--- src/rtl/adc_scan_scheduler.sv ---
// ADC conversion scheduler: arbitrates a continuous channel scan against
// one-shot requests and runs one conversion at a time on the frame engine.
module adc_scan_scheduler #(
    parameter logic [7:0]  SCAN_MASK = 8'b0001_1010,
    parameter int unsigned TIMEOUT   = 32
) (
    input  logic        adc_sck,
    input  logic        rst,
    input  logic        scan_en,
    input  logic        oneshot_req,
    input  logic [2:0]  oneshot_ch,
    output logic        oneshot_ack,
    output logic        oneshot_valid,
    output logic [11:0] oneshot_data,
    output logic        scan_valid,
    output logic [2:0]  scan_ch,
    output logic [11:0] scan_data,
    output logic        frame_done,
    output logic        conv_start,
    output logic [2:0]  conv_ch,
    input  logic        conv_done,
    input  logic [11:0] conv_data,
    output logic        timeout_err
);

    localparam int CW = $clog2(TIMEOUT + 1);

    function automatic logic [2:0] next_set(input logic [2:0] p);
        logic [2:0] r;
        logic [2:0] c;
        logic       hit;
        r   = p;
        hit = 1'b0;
        for (int i = 1; i <= 8; i++) begin
            c = p + 3'(i);
            if (!hit && SCAN_MASK[c]) begin
                r   = c;
                hit = 1'b1;
            end
        end
        return r;
    endfunction

    function automatic logic [2:0] top_set();
        logic [2:0] r;
        r = '0;
        for (int i = 0; i < 8; i++) begin
            if (SCAN_MASK[i]) r = 3'(i);
        end
        return r;
    endfunction

    // Searching forward from 7 lands on the lowest set bit.
    localparam logic [2:0] PTR_RST  = next_set(3'd7);
    localparam logic [2:0] PTR_TOP  = top_set();
    localparam bit         HAS_SCAN = |SCAN_MASK;

    typedef enum logic [1:0] {
        IDLE,
        ISSUE,
        WAIT
    } state_t;

    state_t      state_q;
    logic [CW-1:0] cnt_q;
    logic [2:0]  ptr_q;
    logic        last_scan_q;
    logic        cur_os_q;
    logic        conv_start_q;
    logic [2:0]  conv_ch_q;
    logic        oneshot_ack_q;
    logic        oneshot_valid_q;
    logic [11:0] oneshot_data_q;
    logic        scan_valid_q;
    logic [2:0]  scan_ch_q;
    logic [11:0] scan_data_q;
    logic        frame_done_q;
    logic        timeout_err_q;

    logic scan_elig;
    logic grant_os;

    assign scan_elig = scan_en && HAS_SCAN;
    // The one-shot wins only when scan went last or scan has nothing to offer.
    assign grant_os  = oneshot_req && (last_scan_q || !scan_elig);

    always_ff @(posedge adc_sck) begin
        if (rst) begin
            state_q         <= IDLE;
            cnt_q           <= '0;
            ptr_q           <= PTR_RST;
            last_scan_q     <= 1'b0;
            cur_os_q        <= 1'b0;
            conv_start_q    <= 1'b0;
            conv_ch_q       <= '0;
            oneshot_ack_q   <= 1'b0;
            oneshot_valid_q <= 1'b0;
            oneshot_data_q  <= '0;
            scan_valid_q    <= 1'b0;
            scan_ch_q       <= '0;
            scan_data_q     <= '0;
            frame_done_q    <= 1'b0;
            timeout_err_q   <= 1'b0;
        end else begin
            conv_start_q    <= 1'b0;
            oneshot_ack_q   <= 1'b0;
            oneshot_valid_q <= 1'b0;
            scan_valid_q    <= 1'b0;
            frame_done_q    <= 1'b0;
            timeout_err_q   <= 1'b0;
            unique case (state_q)
                IDLE: begin
                    if (grant_os) begin
                        state_q       <= ISSUE;
                        cur_os_q      <= 1'b1;
                        last_scan_q   <= 1'b0;
                        conv_ch_q     <= oneshot_ch;
                        conv_start_q  <= 1'b1;
                        oneshot_ack_q <= 1'b1;
                    end else if (scan_elig) begin
                        state_q      <= ISSUE;
                        cur_os_q     <= 1'b0;
                        last_scan_q  <= 1'b1;
                        conv_ch_q    <= ptr_q;
                        conv_start_q <= 1'b1;
                    end
                end
                ISSUE: begin
                    state_q <= WAIT;
                    cnt_q   <= '0;
                end
                WAIT: begin
                    if (conv_done) begin
                        state_q <= IDLE;
                        if (cur_os_q) begin
                            oneshot_valid_q <= 1'b1;
                            oneshot_data_q  <= conv_data;
                        end else begin
                            scan_valid_q <= 1'b1;
                            scan_ch_q    <= conv_ch_q;
                            scan_data_q  <= conv_data;
                            frame_done_q <= (conv_ch_q == PTR_TOP);
                            ptr_q        <= next_set(ptr_q);
                        end
                    end else if (cnt_q == CW'(TIMEOUT - 1)) begin
                        state_q       <= IDLE;
                        timeout_err_q <= 1'b1;
                        if (cur_os_q) begin
                            oneshot_valid_q <= 1'b1;
                            oneshot_data_q  <= '0;
                        end else begin
                            frame_done_q <= (conv_ch_q == PTR_TOP);
                            ptr_q        <= next_set(ptr_q);
                        end
                    end else begin
                        cnt_q <= cnt_q + CW'(1);
                    end
                end
                default: state_q <= IDLE;
            endcase
        end
    end

    assign oneshot_ack   = oneshot_ack_q;
    assign oneshot_valid = oneshot_valid_q;
    assign oneshot_data  = oneshot_data_q;
    assign scan_valid    = scan_valid_q;
    assign scan_ch       = scan_ch_q;
    assign scan_data     = scan_data_q;
    assign frame_done    = frame_done_q;
    assign conv_start    = conv_start_q;
    assign conv_ch       = conv_ch_q;
    assign timeout_err   = timeout_err_q;

endmodule
--- config.mk ---
export PLATFORM = sky130hd
export DESIGN_NAME = adc_scan_scheduler
export DESIGN_NICKNAME = d
export VERILOG_FILES = /design/src/rtl/adc_scan_scheduler.sv
export SDC_FILE = /design/constraint.sdc
export NUM_CORES = 1
export LEC_CHECK = 0
export BUFFER_PORTS_ARGS = -buffer_cell sky130_fd_sc_hd__buf_2
export CAP_MARGIN = 15
export CORE_MARGIN = 2
export CORE_UTILIZATION = 41
export CTS_CLUSTER_SIZE = 12
export DETAILED_ROUTE_END_ITERATION = 8
export GPL_TIMING_DRIVEN = 0
export HOLD_SLACK_MARGIN = 0.03
export PLACE_DENSITY_LB_ADDON = 0.08
export SLEW_MARGIN = 10
export SYNTH_ARGS = -nofsm -noshare
export SYNTH_HDL_FRONTEND = slang
export SYNTH_SLANG_ARGS = --single-unit
--- constraint.sdc ---
create_clock -name adc_sck -period 2.9 [get_ports adc_sck]
set_clock_uncertainty 0.15 [all_clocks]
set_input_delay 0.58 -clock adc_sck [delete_from_list [all_inputs] [get_ports adc_sck]]
set_output_delay 0.58 -clock adc_sck [all_outputs]
set_load 0.005 [all_outputs]
==> flow_summary.rst <==
.. list-table::
   :header-rows: 1

   * - Metric
     - Value
   * - Path class of the lowest-slack min-delay path
     - reg2reg
   * - CTS Buf Count
     - 5
   * - Fin nets
     - around 380
   * - Antenna violations before repair
     - 0
   * - Number of design-rule violations left by the first detailed-router iteration
     - 127
   * - DRT antenna net count
     - 0
   * - Clock root buffer master
     - sky130_fd_sc_hd__clkbuf_8
   * - Average wire length per cell after detail routing
     - 13.6 µm
   * - Startpoint type of the worst setup path
     - register
   * - Count of input and output buffers
     - 54
   * - Vertical extent of the die
     - 79.8 µm
   * - Most common cell after layout, fill and taps aside
     - sky130_fd_sc_hd__buf_2
   * - Final clock period utilization by the worst path
     - 91.8%
   * - Most used cells in the layout excluding fill and tap cells
     - sky130_fd_sc_hd__buf_2 (55), sky130_fd_sc_hd__nand2_1 (51), sky130_fd_sc_hd__dfxtp_1 (49)
   * - Required time reported for the critical path endpoint
     - 2.99 ns
   * - Power density relative to cell area
     - roughly 450 mW/mm²
   * - Width of the chip
     - 79.8 µm
   * - Pin count of the biggest net entering global routing
     - 16
   * - Count of fill cells added during filler insertion
     - 562
   * - Die area
     - 0.00636 mm²
   * - First-pass GRT wire length
     - roughly 9100 µm
   * - Post-Syn Nets
     - 315
   * - Post-synthesis cell area
     - 0.00235 mm²
   * - Largest voltage drop on the vdd net
     - roughly 0.23 mV
   * - Async set-or-reset flop fraction in the synthesized netlist
     - 0%
   * - Setup slack on the worst flop-to-flop path
     - 0.24 ns
   * - Hold endpoint
     - scan_data[10]
   * - Top-level port count
     - 56
   * - Maximum clock insertion buffer count
     - 2
   * - Most instantiated flip-flop cell in the synthesis netlist
     - sky130_fd_sc_hd__dfxtp_1
   * - Share of power burned in combinational logic
     - 13.2%
   * - Number of placement rows
     - 27
   * - Worst R2R Start
     - ptr_q[1]
   * - Clock-pin transition on the worst setup and hold timing paths
     - ~0.090 ns
   * - Setup repair after global routing missed its margin
     - false
   * - WHS Path Cells
     - 2
   * - Worst hold margin
     - 0.305 ns
   * - Mean instance size in the synthesized netlist
     - 8.14 µm²
   * - R2R depth
     - 8
   * - Deepest level of the CTS H-tree
     - 2
   * - Diode count
     - 0
   * - Residual DRC
     - 0
   * - Total of hold buffers inserted after clock tree synthesis
     - 0
   * - Arrival time of data at the critical path endpoint
     - between 2 and 3 ns
   * - Final setup violation count
     - 0
   * - Vias post-DR
     - roughly 2200
   * - Number of global-route vias before repair
     - around 2000
   * - Iteration count of the initial detailed-routing pass
     - 4
   * - Internal Power
     - 0.000929 W
   * - Total global-route track usage
     - between 10% and 20%
   * - Hold path start
     - scan_data[10]
   * - Final TNS setup
     - 0 ns
   * - Number of hold violations in the final report
     - 0
   * - Post-DR vias/cell
     - 5.18
   * - Total core area
     - 0.00554 mm²
   * - Cell variety after synth
     - 55
   * - Remaining Overflow, GRT
     - 0
   * - Leakage Power
     - 1.17 nW
   * - Number of synthesis warnings
     - 0
   * - Worst-path maximum fanout
     - 10
   * - Net switching share of the total power
     - 26.7%
   * - Count of flip-flops with a built-in enable after synthesis
     - 0
   * - Part of the Yosys area used for sequential elements
     - between 40% and 50%
   * - Effective utilization at floorplan
     - 42.5%
   * - Net load switching power
     - 0.000338 W
   * - Final worst path period need
     - 2.66 ns
   * - Syn Inst Count
     - 289
   * - Worst Max-Slew Pin Slew
     - roughly 0.52 ns
   * - Maximum clock frequency
     - 375 MHz
   * - Total wire length after detailed routing
     - 5730 µm
   * - Max-capacitance violation count
     - 0
   * - Later-pin clock latency in the skew report
     - roughly 0.30 ns
   * - Post CTS Setup Buffer Count
     - 0
   * - Clock sink count
     - between 40 and 50
   * - Part of the total power dissipated in the clock network
     - 30.9%
   * - TritonCTS clock tree
     - done
   * - Slew Viols, Final
     - 0
   * - Area Growth Syn to Fin
     - 19.0%
   * - Number of synthesized register bits
     - 49
   * - Relative slew slack
     - approximately 64%
   * - Worst Setup Path Type
     - reg2reg
   * - Run status
     - finished clean
   * - Layout cell share with drive strength beyond 1
     - 22.2%
   * - Post-CTS Resized
     - 0
   * - Gp weighted congestion
     - 0.923
   * - Final HPWL from detailed placement
     - 4250 µm
   * - Portion of total power attributed to sequential cells
     - 55.9%
   * - R2R Path End
     - ptr_q[1]
   * - Capturing element type of the critical path
     - register
==> synth_stat cells, drive strengths merged, types with 2 or more instances <==
| cell | instances | share of area [%] |
|---|---|---|
| o211ai | 2 | 0.64 |
| clkbuf | 13 | 2.1 |
| and3 | 2 | 0.53 |
| nor2 | 21 | 3.3 |
| a21oi | 36 | 7.7 |
| a22oi | 2 | 0.64 |
| o21ai | 9 | 1.9 |
| xor2 | 6 | 2.2 |
| a31oi | 5 | 1.3 |
| buf | 7 | 2.6 |
| a2111oi | 2 | 0.74 |
| nand2 | 52 | 8.4 |
| a21o | 2 | 0.64 |
| or2 | 2 | 0.53 |
| or3 | 2 | 0.80 |
| mux2i | 5 | 2.3 |
| nand2b | 7 | 2.0 |
| nand3 | 15 | 3.2 |
| a211oi | 4 | 1.3 |
| dfxtp | 49 | 42 |
| nor2b | 5 | 1.3 |
| nor4 | 4 | 1.1 |
| nor3b | 3 | 0.96 |
| inv | 5 | 0.80 |
| nand4 | 3 | 0.80 |
| nor3 | 3 | 0.85 |
| ha | 6 | 3.2 |
==> critical path, cell delays in order (launching register included) <==
cell	delay, ns
sky130_fd_sc_hd__dfxtp_1	0.50
sky130_fd_sc_hd__ha_1	0.22
sky130_fd_sc_hd__buf_6	0.13
sky130_fd_sc_hd__xor2_1	0.26
sky130_fd_sc_hd__mux2i_1	0.46
sky130_fd_sc_hd__o21ai_0	0.13
sky130_fd_sc_hd__a2111oi_0	0.50
sky130_fd_sc_hd__a31oi_1	0.16
sky130_fd_sc_hd__nor2_1	0.09
==> worst max path at each step <==
stage / from / end / slack, ns / cells past startpoint
floorplan: ptr_q[0] / ptr_q[2] / 0.49 / 8
global placement: ptr_q[0] / ptr_q[2] / 0.36 / 8
detailed placement: ptr_q[1] / ptr_q[1] / 0.32 / 8
CTS: ptr_q[1] / ptr_q[1] / 0.30 / 8
global route: ptr_q[1] / ptr_q[1] / 0.13 / 8
finish: ptr_q[1] / ptr_q[1] / 0.24 / 8
==> through the flow <==
| step | cell area, µm² | instances | setup slack, ns | util [%] | total power (W) |
|---|---|---|---|---|---|
| after floorplan | 2350 | 289 | 0.489 | - | 0.000832 |
| after global placement | 2710 | 415 | 0.355 | 49.0 | 0.000890 |
| after detailed placement | 2710 | 415 | 0.321 | 49.0 | 0.000891 |
| after CTS | 2800 | 423 | 0.300 | 50.5 | 0.00128 |
| after global routing | 2800 | 423 | 0.125 | 50.5 | 0.00132 |
| final | 2800 | 423 | 0.236 | 50.5 | 0.00127 |
==> power by group through the flow <==
stage	Clock [W]	Sequential (W)	Combinational, W
finish	0.000392	0.000708	0.000167
global route	0.000424	0.000711	0.000187
CTS	0.000402	0.000708	0.000168
floorplan	0	0.000722	0.000111
global placement	0	0.000723	0.000167
detailed placement	0	0.000724	0.000167
==> logic make-up (layout without fill, tap and decap cells) <==
group,Yosys count,after routing,synth area share [%]
adder cells (fa/ha/maj),6,6,3.19
AND/OR/NAND/NOR,125,125,25.8
buffers and inverters,25,87,5.48
XOR/XNOR,7,7,2.61
flip-flops,49,49,41.7
multiplexers,6,6,2.76
AO/OA/AOI/OAI,71,71,18.5
==> registers in the layout, indices dropped and copies added (netlist names) <==
signal / flops
conv_start: 1
frame_done: 1
cur_os_q: 1
ptr_q: 3
state_q: 2
scan_valid: 1
oneshot_data: 12
scan_ch: 3
timeout_err: 1
conv_ch: 3
cnt_q: 6
oneshot_ack: 1
last_scan_q: 1
scan_data: 12
oneshot_valid: 1
==> cell type report <==
type	instances	area [µm²]	share of cell area, %
clock inverter	3	17.5	0.626
buffer	20	110	3.93
clock buffer	5	68.8	2.46
multi-input combinational	215	1240	44.4
inverter	5	18.8	0.670
timing repair buffer	54	270	9.65
tap	72	90.1	3.22
sequential	49	981	35.0
==> per-layer routing <==
layer  vias up  share of wire [%]  track usage (%)
li1       1130                  -                -
met1      1002                 49             23.9
met2        56                 46             29.9
met3         4                4.1             3.05
met4         0                1.0             6.27
met5         -                  0                0
(Power assumes the default switching activity.)
